<file path="src/rtl/reg_file_wb_pkg.sv">
// Shared widths and dump FSM state encoding for the register-file write-back slice.
package reg_file_wb_pkg;
  localparam int unsigned DEF_DATA_WIDTH = 8;
  localparam int unsigned DEF_ADDR_WIDTH = 3;

  typedef enum logic {
    DUMP_IDLE = 1'b0,
    DUMP_SEND = 1'b1
  } dump_state_e;
endpackage

</file>
<file path="src/rtl/reg_dump_ctrl.sv">
// Streams every register out over a valid/ready port, one beat per index, in order.
module reg_dump_ctrl
  import reg_file_wb_pkg::*;
#(
  parameter int unsigned DATA_WIDTH = DEF_DATA_WIDTH,
  parameter int unsigned ADDR_WIDTH = DEF_ADDR_WIDTH
) (
  input  logic                  clk,
  input  logic                  rst_n,
  input  logic                  i_start,
  input  logic                  i_ready,
  output logic [ADDR_WIDTH-1:0] o_rd_idx,
  input  logic [DATA_WIDTH-1:0] i_rd_data,
  output logic                  o_valid,
  output logic                  o_busy,
  output logic [ADDR_WIDTH-1:0] o_addr,
  output logic [DATA_WIDTH-1:0] o_data
);
  localparam logic [ADDR_WIDTH-1:0] ONE      = ADDR_WIDTH'(1);
  localparam logic [ADDR_WIDTH-1:0] LAST_IDX = '1;

  dump_state_e           r_state;
  logic                  r_valid;
  logic                  r_busy;
  logic [ADDR_WIDTH-1:0] r_addr;
  logic [DATA_WIDTH-1:0] r_data;
  logic [ADDR_WIDTH-1:0] w_next_addr;

  assign w_next_addr = r_addr + ONE;
  // Look ahead to the index the next load edge will capture, so the beat holds pre-edge data.
  assign o_rd_idx    = (r_state == DUMP_SEND) ? w_next_addr : '0;

  always_ff @(posedge clk or negedge rst_n) begin
    if (!rst_n) begin
      r_state <= DUMP_IDLE;
      r_valid <= 1'b0;
      r_busy  <= 1'b0;
      r_addr  <= '0;
      r_data  <= '0;
    end else begin
      case (r_state)
        DUMP_IDLE: begin
          if (i_start) begin
            r_state <= DUMP_SEND;
            r_addr  <= '0;
            r_data  <= i_rd_data;
            r_valid <= 1'b1;
            r_busy  <= 1'b1;
          end
        end
        DUMP_SEND: begin
          if (r_valid && i_ready) begin
            if (r_addr == LAST_IDX) begin
              r_state <= DUMP_IDLE;
              r_valid <= 1'b0;
              r_busy  <= 1'b0;
              r_addr  <= '0;
            end else begin
              r_addr <= w_next_addr;
              r_data <= i_rd_data;
            end
          end
        end
        default: r_state <= DUMP_IDLE;
      endcase
    end
  end

  assign o_valid = r_valid;
  assign o_busy  = r_busy;
  assign o_addr  = r_addr;
  assign o_data  = r_data;
endmodule

</file>
<file path="src/rtl/reg_file_wb.sv">
// ALU operand register file: two combinational read ports, write-back with ZERO flag,
// and a non-blocking register dump port.
module reg_file_wb
  import reg_file_wb_pkg::*;
#(
  parameter int unsigned DATA_WIDTH = DEF_DATA_WIDTH,
  parameter int unsigned ADDR_WIDTH = DEF_ADDR_WIDTH
) (
  input  logic                  CLK,
  input  logic                  RESET,
  input  logic [DATA_WIDTH-1:0] IN,
  input  logic [ADDR_WIDTH-1:0] INADDRESS,
  input  logic                  WRITE,
  input  logic                  ZERO_IN,
  input  logic [ADDR_WIDTH-1:0] OUT1ADDRESS,
  input  logic [ADDR_WIDTH-1:0] OUT2ADDRESS,
  output logic [DATA_WIDTH-1:0] OUT1,
  output logic [DATA_WIDTH-1:0] OUT2,
  output logic                  ZFLAG,
  input  logic                  DUMP_START,
  output logic                  DUMP_VALID,
  input  logic                  DUMP_READY,
  output logic [ADDR_WIDTH-1:0] DUMP_ADDR,
  output logic [DATA_WIDTH-1:0] DUMP_DATA,
  output logic                  DUMP_BUSY
);
  localparam int unsigned NREGS = 2 ** ADDR_WIDTH;

  logic [DATA_WIDTH-1:0] r_regs [NREGS];
  logic                  r_zflag;
  logic [ADDR_WIDTH-1:0] w_dump_rd_idx;
  logic [DATA_WIDTH-1:0] w_dump_rd_data;

  always_ff @(posedge CLK or negedge RESET) begin
    if (!RESET) begin
      for (int unsigned i = 0; i < NREGS; i++) r_regs[i] <= '0;
      r_zflag <= 1'b0;
    end else if (WRITE) begin
      r_regs[INADDRESS] <= IN;
      r_zflag           <= ZERO_IN;
    end
  end

  assign OUT1           = r_regs[OUT1ADDRESS];
  assign OUT2           = r_regs[OUT2ADDRESS];
  assign ZFLAG          = r_zflag;
  assign w_dump_rd_data = r_regs[w_dump_rd_idx];

  reg_dump_ctrl #(
    .DATA_WIDTH(DATA_WIDTH),
    .ADDR_WIDTH(ADDR_WIDTH)
  ) u_dump (
    .clk      (CLK),
    .rst_n    (RESET),
    .i_start  (DUMP_START),
    .i_ready  (DUMP_READY),
    .o_rd_idx (w_dump_rd_idx),
    .i_rd_data(w_dump_rd_data),
    .o_valid  (DUMP_VALID),
    .o_busy   (DUMP_BUSY),
    .o_addr   (DUMP_ADDR),
    .o_data   (DUMP_DATA)
  );
endmodule

</file>
<file path="config.mk">
export PLATFORM = sky130hd
export DESIGN_NAME = reg_file_wb
export DESIGN_NICKNAME = d
export VERILOG_FILES = /design/src/rtl/reg_file_wb_pkg.sv /design/src/rtl/reg_dump_ctrl.sv /design/src/rtl/reg_file_wb.sv
export SDC_FILE = /design/constraint.sdc
export NUM_CORES = 1
export LEC_CHECK = 0
export CORE_ASPECT_RATIO = 0.7
export CORE_UTILIZATION = 50
export DETAILED_ROUTE_END_ITERATION = 6
export GPL_ROUTABILITY_DRIVEN = 0
export PLACE_DENSITY = 0.72
export SKIP_CTS_REPAIR_TIMING = 1
export SLEW_MARGIN = 20
export SYNTH_ARGS = -nofsm -noshare
export SYNTH_HDL_FRONTEND = slang
export SYNTH_SLANG_ARGS = --single-unit
</file>
<file path="constraint.sdc">
create_clock -name CLK -period 2.8 [get_ports CLK]
set_input_delay 0.28 -clock CLK [delete_from_list [all_inputs] [get_ports CLK]]
set_output_delay 0.28 -clock CLK [all_outputs]
set_load 0.02 [all_outputs]
</file>
## Yosys cells after proc, flatten, opt, wreduce, memory -nomap -nowiden

Cells that the tools add are included.

- Add/sub/neg operators: 1
- Order comparisons: 5
- Eq/ne operators: 5
- Mux-type cells: 29
- Bitwise logic cells: 5
- Reduce and logical (&&, ||, !) cells: 5

Operators by type and width:

| cell | number |
|---|---|
| two-way mux 8 bit | 10 |
| binary-select mux 8 bit (select 3 bit) | 3 |
| bitwise mux 64 bit | 1 |
| demux 8 bit (select 3 bit) | 1 |
| >= comparator 4 bit, second input constant | 4 |
| inverter 3 -> 4 bit | 4 |
| case mux 8 bit (2 select lines) | 1 |
| two-way mux 3 bit | 4 |
| inequality test 2 bit, second input constant | 4 |
| two-way mux 1 bit | 6 |
| case mux 3 bit (2 select lines) | 1 |
| AND reduction 3 bit | 2 |
| less-than comparator 4 x 1 -> 1 bit, second input constant | 1 |
| case mux 1 bit (2 select lines) | 2 |
| adder 3 x 1 -> 3 bit, second input constant | 1 |
| == test 3 bit, second input constant | 1 |
| logical AND 1 bit | 2 |
| AND reduction 2 bit | 1 |
| inverter 1 bit | 1 |

- Register bits after elaboration: 78
- Input bits: 23
- Output and inout port bits: 30
- Word-level logic and storage cells: 63

## Logic depth before layout (Yosys ltp)

- Word-level depth: 9
- Gate-level depth with buffers: 8
- Mapped depth without buffers: 5

## By module

A second synthesis with hierarchy kept.

- Cell total of the unflattened synthesis: 279
- Area total of the unflattened synthesis: 4,727.0 um^2

Modules (own cells, without submodules):

| module | instances | cells each | area each (um^2) | seq. area each (um^2) |
|---|---|---|---|---|
| reg_file_wb | 1 | 232 | 4,116.4 | 1,626.6 |
| reg_dump_ctrl | 1 | 47 | 610.6 | 325.3 |

## Worst setup path before layout

Ideal clock, no wire load.

- Kind: register to register
- From: register u_dump.r_addr[1], in the netlist u_dump.o_addr[1]
- To: register u_dump.r_data[4], in the netlist u_dump.o_data[4]
- Library setup time: 0.135 ns
- Arrival time: 1.783 ns
- Data required time: 2.665 ns
- Path slack: 0.882 ns
- Cell stages (with the launch flop): 9
- Buffers on the path: 3
- Period minus slack after synthesis: 1.918 ns
- Cell sequence: dfrtp_1 > ha_1 > buf_4 > buf_6 > buf_4 > mux2i_1 > nand2_1 > a32oi_1 > o31ai_1

- Word-level cells in the longest chain between the ends: 9
- Elaborated cells between the ends (all ways): 13
- Those cells by class: add/sub (1); eq/ne (2); mux (8); bitwise (1); reduce/logical (1)

Ends and longest elaborated chain:

| element | line | RTL |
|---|---|---|
| start: declaration | reg_dump_ctrl.sv:25 | `logic [ADDR_WIDTH-1:0] r_addr;` |
| start signal: assignment | reg_dump_ctrl.sv:59 | `r_addr <= w_next_addr;` |
| adder 3 x 1 -> 3 bit | reg_dump_ctrl.sv:29 | `assign w_next_addr = r_addr + ONE;` |
| two-way mux 3 bit | reg_dump_ctrl.sv:31 | `assign o_rd_idx = (r_state == DUMP_SEND) ? w_next_addr : '0;` |
| inverter 3 -> 4 bit (implied by the code) | reg_file_wb.sv:47 | `assign w_dump_rd_data = r_regs[w_dump_rd_idx];` |
| binary-select mux 8 bit (select 3 bit) | reg_file_wb.sv:47 |  |
| two-way mux 8 bit (implied by the code) (2 in series) | reg_file_wb.sv:47 |  |
| two-way mux 8 bit | reg_dump_ctrl.sv:53 | `if (r_addr == LAST_IDX) begin` |
| two-way mux 8 bit | reg_dump_ctrl.sv:52 | `if (r_valid && i_ready) begin` |
| case mux 8 bit (2 select lines) | reg_dump_ctrl.sv:41 | `case (r_state)` |
| end signal: assignment | reg_dump_ctrl.sv:46 | `r_data <= i_rd_data;` |
| end signal: assignment | reg_dump_ctrl.sv:60 | `r_data <= i_rd_data;` |
| end: declaration | reg_dump_ctrl.sv:26 | `logic [DATA_WIDTH-1:0] r_data;` |

Several ways; a longest one is shown, not always the timed one. The select of a mux whose other input is x is not followed.
A chain may end at the register's enable or synchronous reset.

## Final worst setup path

- From: input OUT2ADDRESS[0]
- To: output OUT2[1]

- Word-level cells in the longest chain between the ends: 4

Ends and longest elaborated chain:

| element | line | RTL |
|---|---|---|
| start: declaration | reg_file_wb.sv:16 | `input logic [ADDR_WIDTH-1:0] OUT2ADDRESS,` |
| inverter 3 -> 4 bit (implied by the code) | reg_file_wb.sv:45 | `assign OUT2 = r_regs[OUT2ADDRESS];` |
| binary-select mux 8 bit (select 3 bit) | reg_file_wb.sv:45 |  |
| two-way mux 8 bit (implied by the code) (2 in series) | reg_file_wb.sv:45 |  |
| end: declaration | reg_file_wb.sv:18 | `output logic [DATA_WIDTH-1:0] OUT2,` |

No other way between the ends. The select of a mux whose other input is x is not followed.

==> impl_results.md <==
- Core Area: 9140 um2
- CP peak stage delay: 0.57 ns
- Die Y: 83.5 um
- Clock root cell: clkbuf_16
- Flops & latches, synth: 78
- Drt first pass iters: 5
- CP Capture Type: output pin
- DRC: 0
- Final HPWL DP: 7800 um
- Layout area overhead: 21.3%
- Initial core utilization: 51.9%
- Setup Skew: 0.00506 ns
- Post-Syn Area per Cell: 13.7 um2
- Setup-failing EPs final: 0
- Skew-Pair Late Insertion Delay: 0.34 ns
- Cells after synthesis: 346
- Nets: 425
- DRT antenna net count: 0
- CTS tree: built
- Crit path max-delay cell type: mux4_1
- Async set or reset register ratio after synthesis: 100%
- Max-Cap Viols: 0
- N_diodes: 0
- Number of global-route vias before repair: 3309
- Initial antenna violation count: 0
- Leak: 2.40 nW
- Fin crit share: 95.9%
- Fillers: 704
- Slew HR: 42.7%
- VDD IR-drop max: 0.409 mV
- I/O Buffers: 52
- Via density: 6.34
- Main synth FF type: dfrtp_1
- Io pins: 53
- Fmax: 372 MHz
- Site row count: 29
- Clock sink count: 78
- Fin. max-slew vios: 0
- Drt initial violations: 183
- Full die area: 9890 um2
- Die X: 118 um
- Final TNS setup: 0 ns
- Final WL: 12200 um
- Setup CP Type: in2out
- Post-synthesis cell area: 4750 um2
- Gr ovfl total: 0
- Yosys Warn Count: 0
- Crit Path Max Fanout: 16
- Yosys top cell by area: dfrtp_1
- H-Tree Depth: 3
- Synth top cells by count: mux2_2 (82), dfrtp_1 (78), mux4_1 (29)
- Seq/Total Area, Yosys: 41.1%
- Bufs on Longest Clock Path: 2
- Drt wl/cell: 23.0 um
- Share of the synthesized area in the top cell type: 41.1%
- Crit-path most repeated cell: clkdlybuf4s50_1
- CP startpoint kind: input pin
- Net Count, Synth: 371
- Global Route Usage Sum: 26.1%
- Cts bufs inserted: 9
- Cell variety after synth: 38
- Final min period: 2.69 ns
- Worst-Margin Slew: 0.858 ns
- Req. time, crit path: 2.52 ns
- Global-route wire length before repair: 19000 um
- Top-count cell post-synth: mux2_2
- Cell Pwr Density: 816 nW/um2
- Clk pin slew, worst setup/hold paths: 0.05 ns
- Largest net degree at the start of global routing: 79
- Final-report hold violation count: 0
- Hold crit path type: in2async
- Place WS: 0.112 ns
- Critical path arrival: 2.41 ns
- CP cell instances: clkdlybuf4s50_1, buf_12, mux4_1, mux2_2, clkdlybuf4s50_1
- Unrepaired setup endpoints after global routing: false
- Top cells by area, synth: dfrtp_1 (41%), mux2_2 (19%), mux4_1 (16%)
- Via count: 3353
- Final worst slack: 0.114 ns
- Status: finished clean
- Number of enable flip-flop cells after synthesis: 0
- Fraction of layout cells with a size suffix above 1: 31.1%
[layout by cell type (no fill, tap or decap), types with 2 or more instances in the layout]
cell type / instances
nand2_1: 22
mux4_1: 29
dfrtp_1: 78
mux2i_1: 8
nor3_2: 2
o21ai_0: 9
clkinv_2: 2
nand4b_1: 3
buf_4: 15
a21oi_1: 17
ha_1: 2
clkbuf_1: 2
o31ai_1: 9
bufinv_16: 2
nor2b_1: 7
mux4_2: 4
mux2_2: 82
clkdlybuf4s50_1: 51
nor3b_4: 2
buf_12: 3
clkbuf_16: 9
a32oi_1: 7
o31a_1: 7
nor2_1: 9
a211oi_1: 7
[worst max-delay path: cells and delay by family]
kind | cells | cell delay, ns
buffers and inverters | 3 | 1.25
muxes | 2 | 0.87
[kinds of logic after synthesis]
logic type | synth area share [%]
simple gates | 6.35
compound gates | 8.96
flops | 41.1
fa+ha+maj | 0.527
buf+inv | 3.93
mux | 39.1
[state kept, by name (all words and copies together) (netlist names)]
name and cells:
u_dump.o_addr 3, r_regs 64, u_dump.o_data 8, ZFLAG 1, u_dump.r_state 1, u_dump.o_valid 1
[area by class of cell]
| class | count | area [um2] | share of cell area, % |
|---|---|---|---|
| Multi-Input combinational cell | 239 | 2610 | 45.3 |
| Sequential cell | 78 | 1950 | 33.9 |
| Timing Repair Buffer | 71 | 721 | 12.5 |
| Clock buffer | 12 | 246 | 4.28 |
| Tap cell | 124 | 155 | 2.70 |
| Clock inverter | 4 | 70.1 | 1.22 |
| Inverter | 1 | 3.75 | 0.0652 |
[report_power, final]
group | total, mW | internal, mW | switching (mW)
registers | 1.65 | 1.39 | 0.254
logic | 1.81 | 0.966 | 0.844
clock network | 1.24 | 0.802 | 0.438
total | 4.70 | 3.16 | 1.54
[stage by stage]
stage          hold slack [ns]  std cells  instance area (um2)  utilization (%)  power (mW)
2_1_floorplan          -0.0156        346                 4750                -        2.85
3_3_place_gp             0.493        511                 5400             59.1        3.38
3_5_place_dp             0.496        511                 5400             59.1        3.46
4_1_cts                  0.145        527                 5720             62.5        4.70
5_1_grt                  0.431        529                 5760             62.9        4.94
6_report                 0.403        529                 5760             62.9        4.70
[per-layer routing]
layer  part of all wire, %  global-route usage (%)
met3                   7.4                    8.20
met1                    47                    37.4
met5                     0                       0
met2                    45                    39.4
met4                  0.87                    5.64
[path summary, 6_finish.rpt]
| path | start | end | slack (ns) | cells past startpoint |
|---|---|---|---|---|
| max reg2reg | u_dump.o_addr[1] | u_dump.o_data[6] | 0.79 | 6 |
| min | RESET | r_regs[5] | 0.40 | 2 |
| max | OUT2ADDRESS[0] | OUT2[1] | 0.11 | 5 |
| min reg2reg | ZFLAG | ZFLAG | 0.51 | 1 |
| min in group CLK | ZFLAG | ZFLAG | 0.51 | 1 |
| max in group asynchronous | RESET | r_regs[32] | 1.82 | 3 |
No activity file was read; power rests on OpenSTA's default activity.
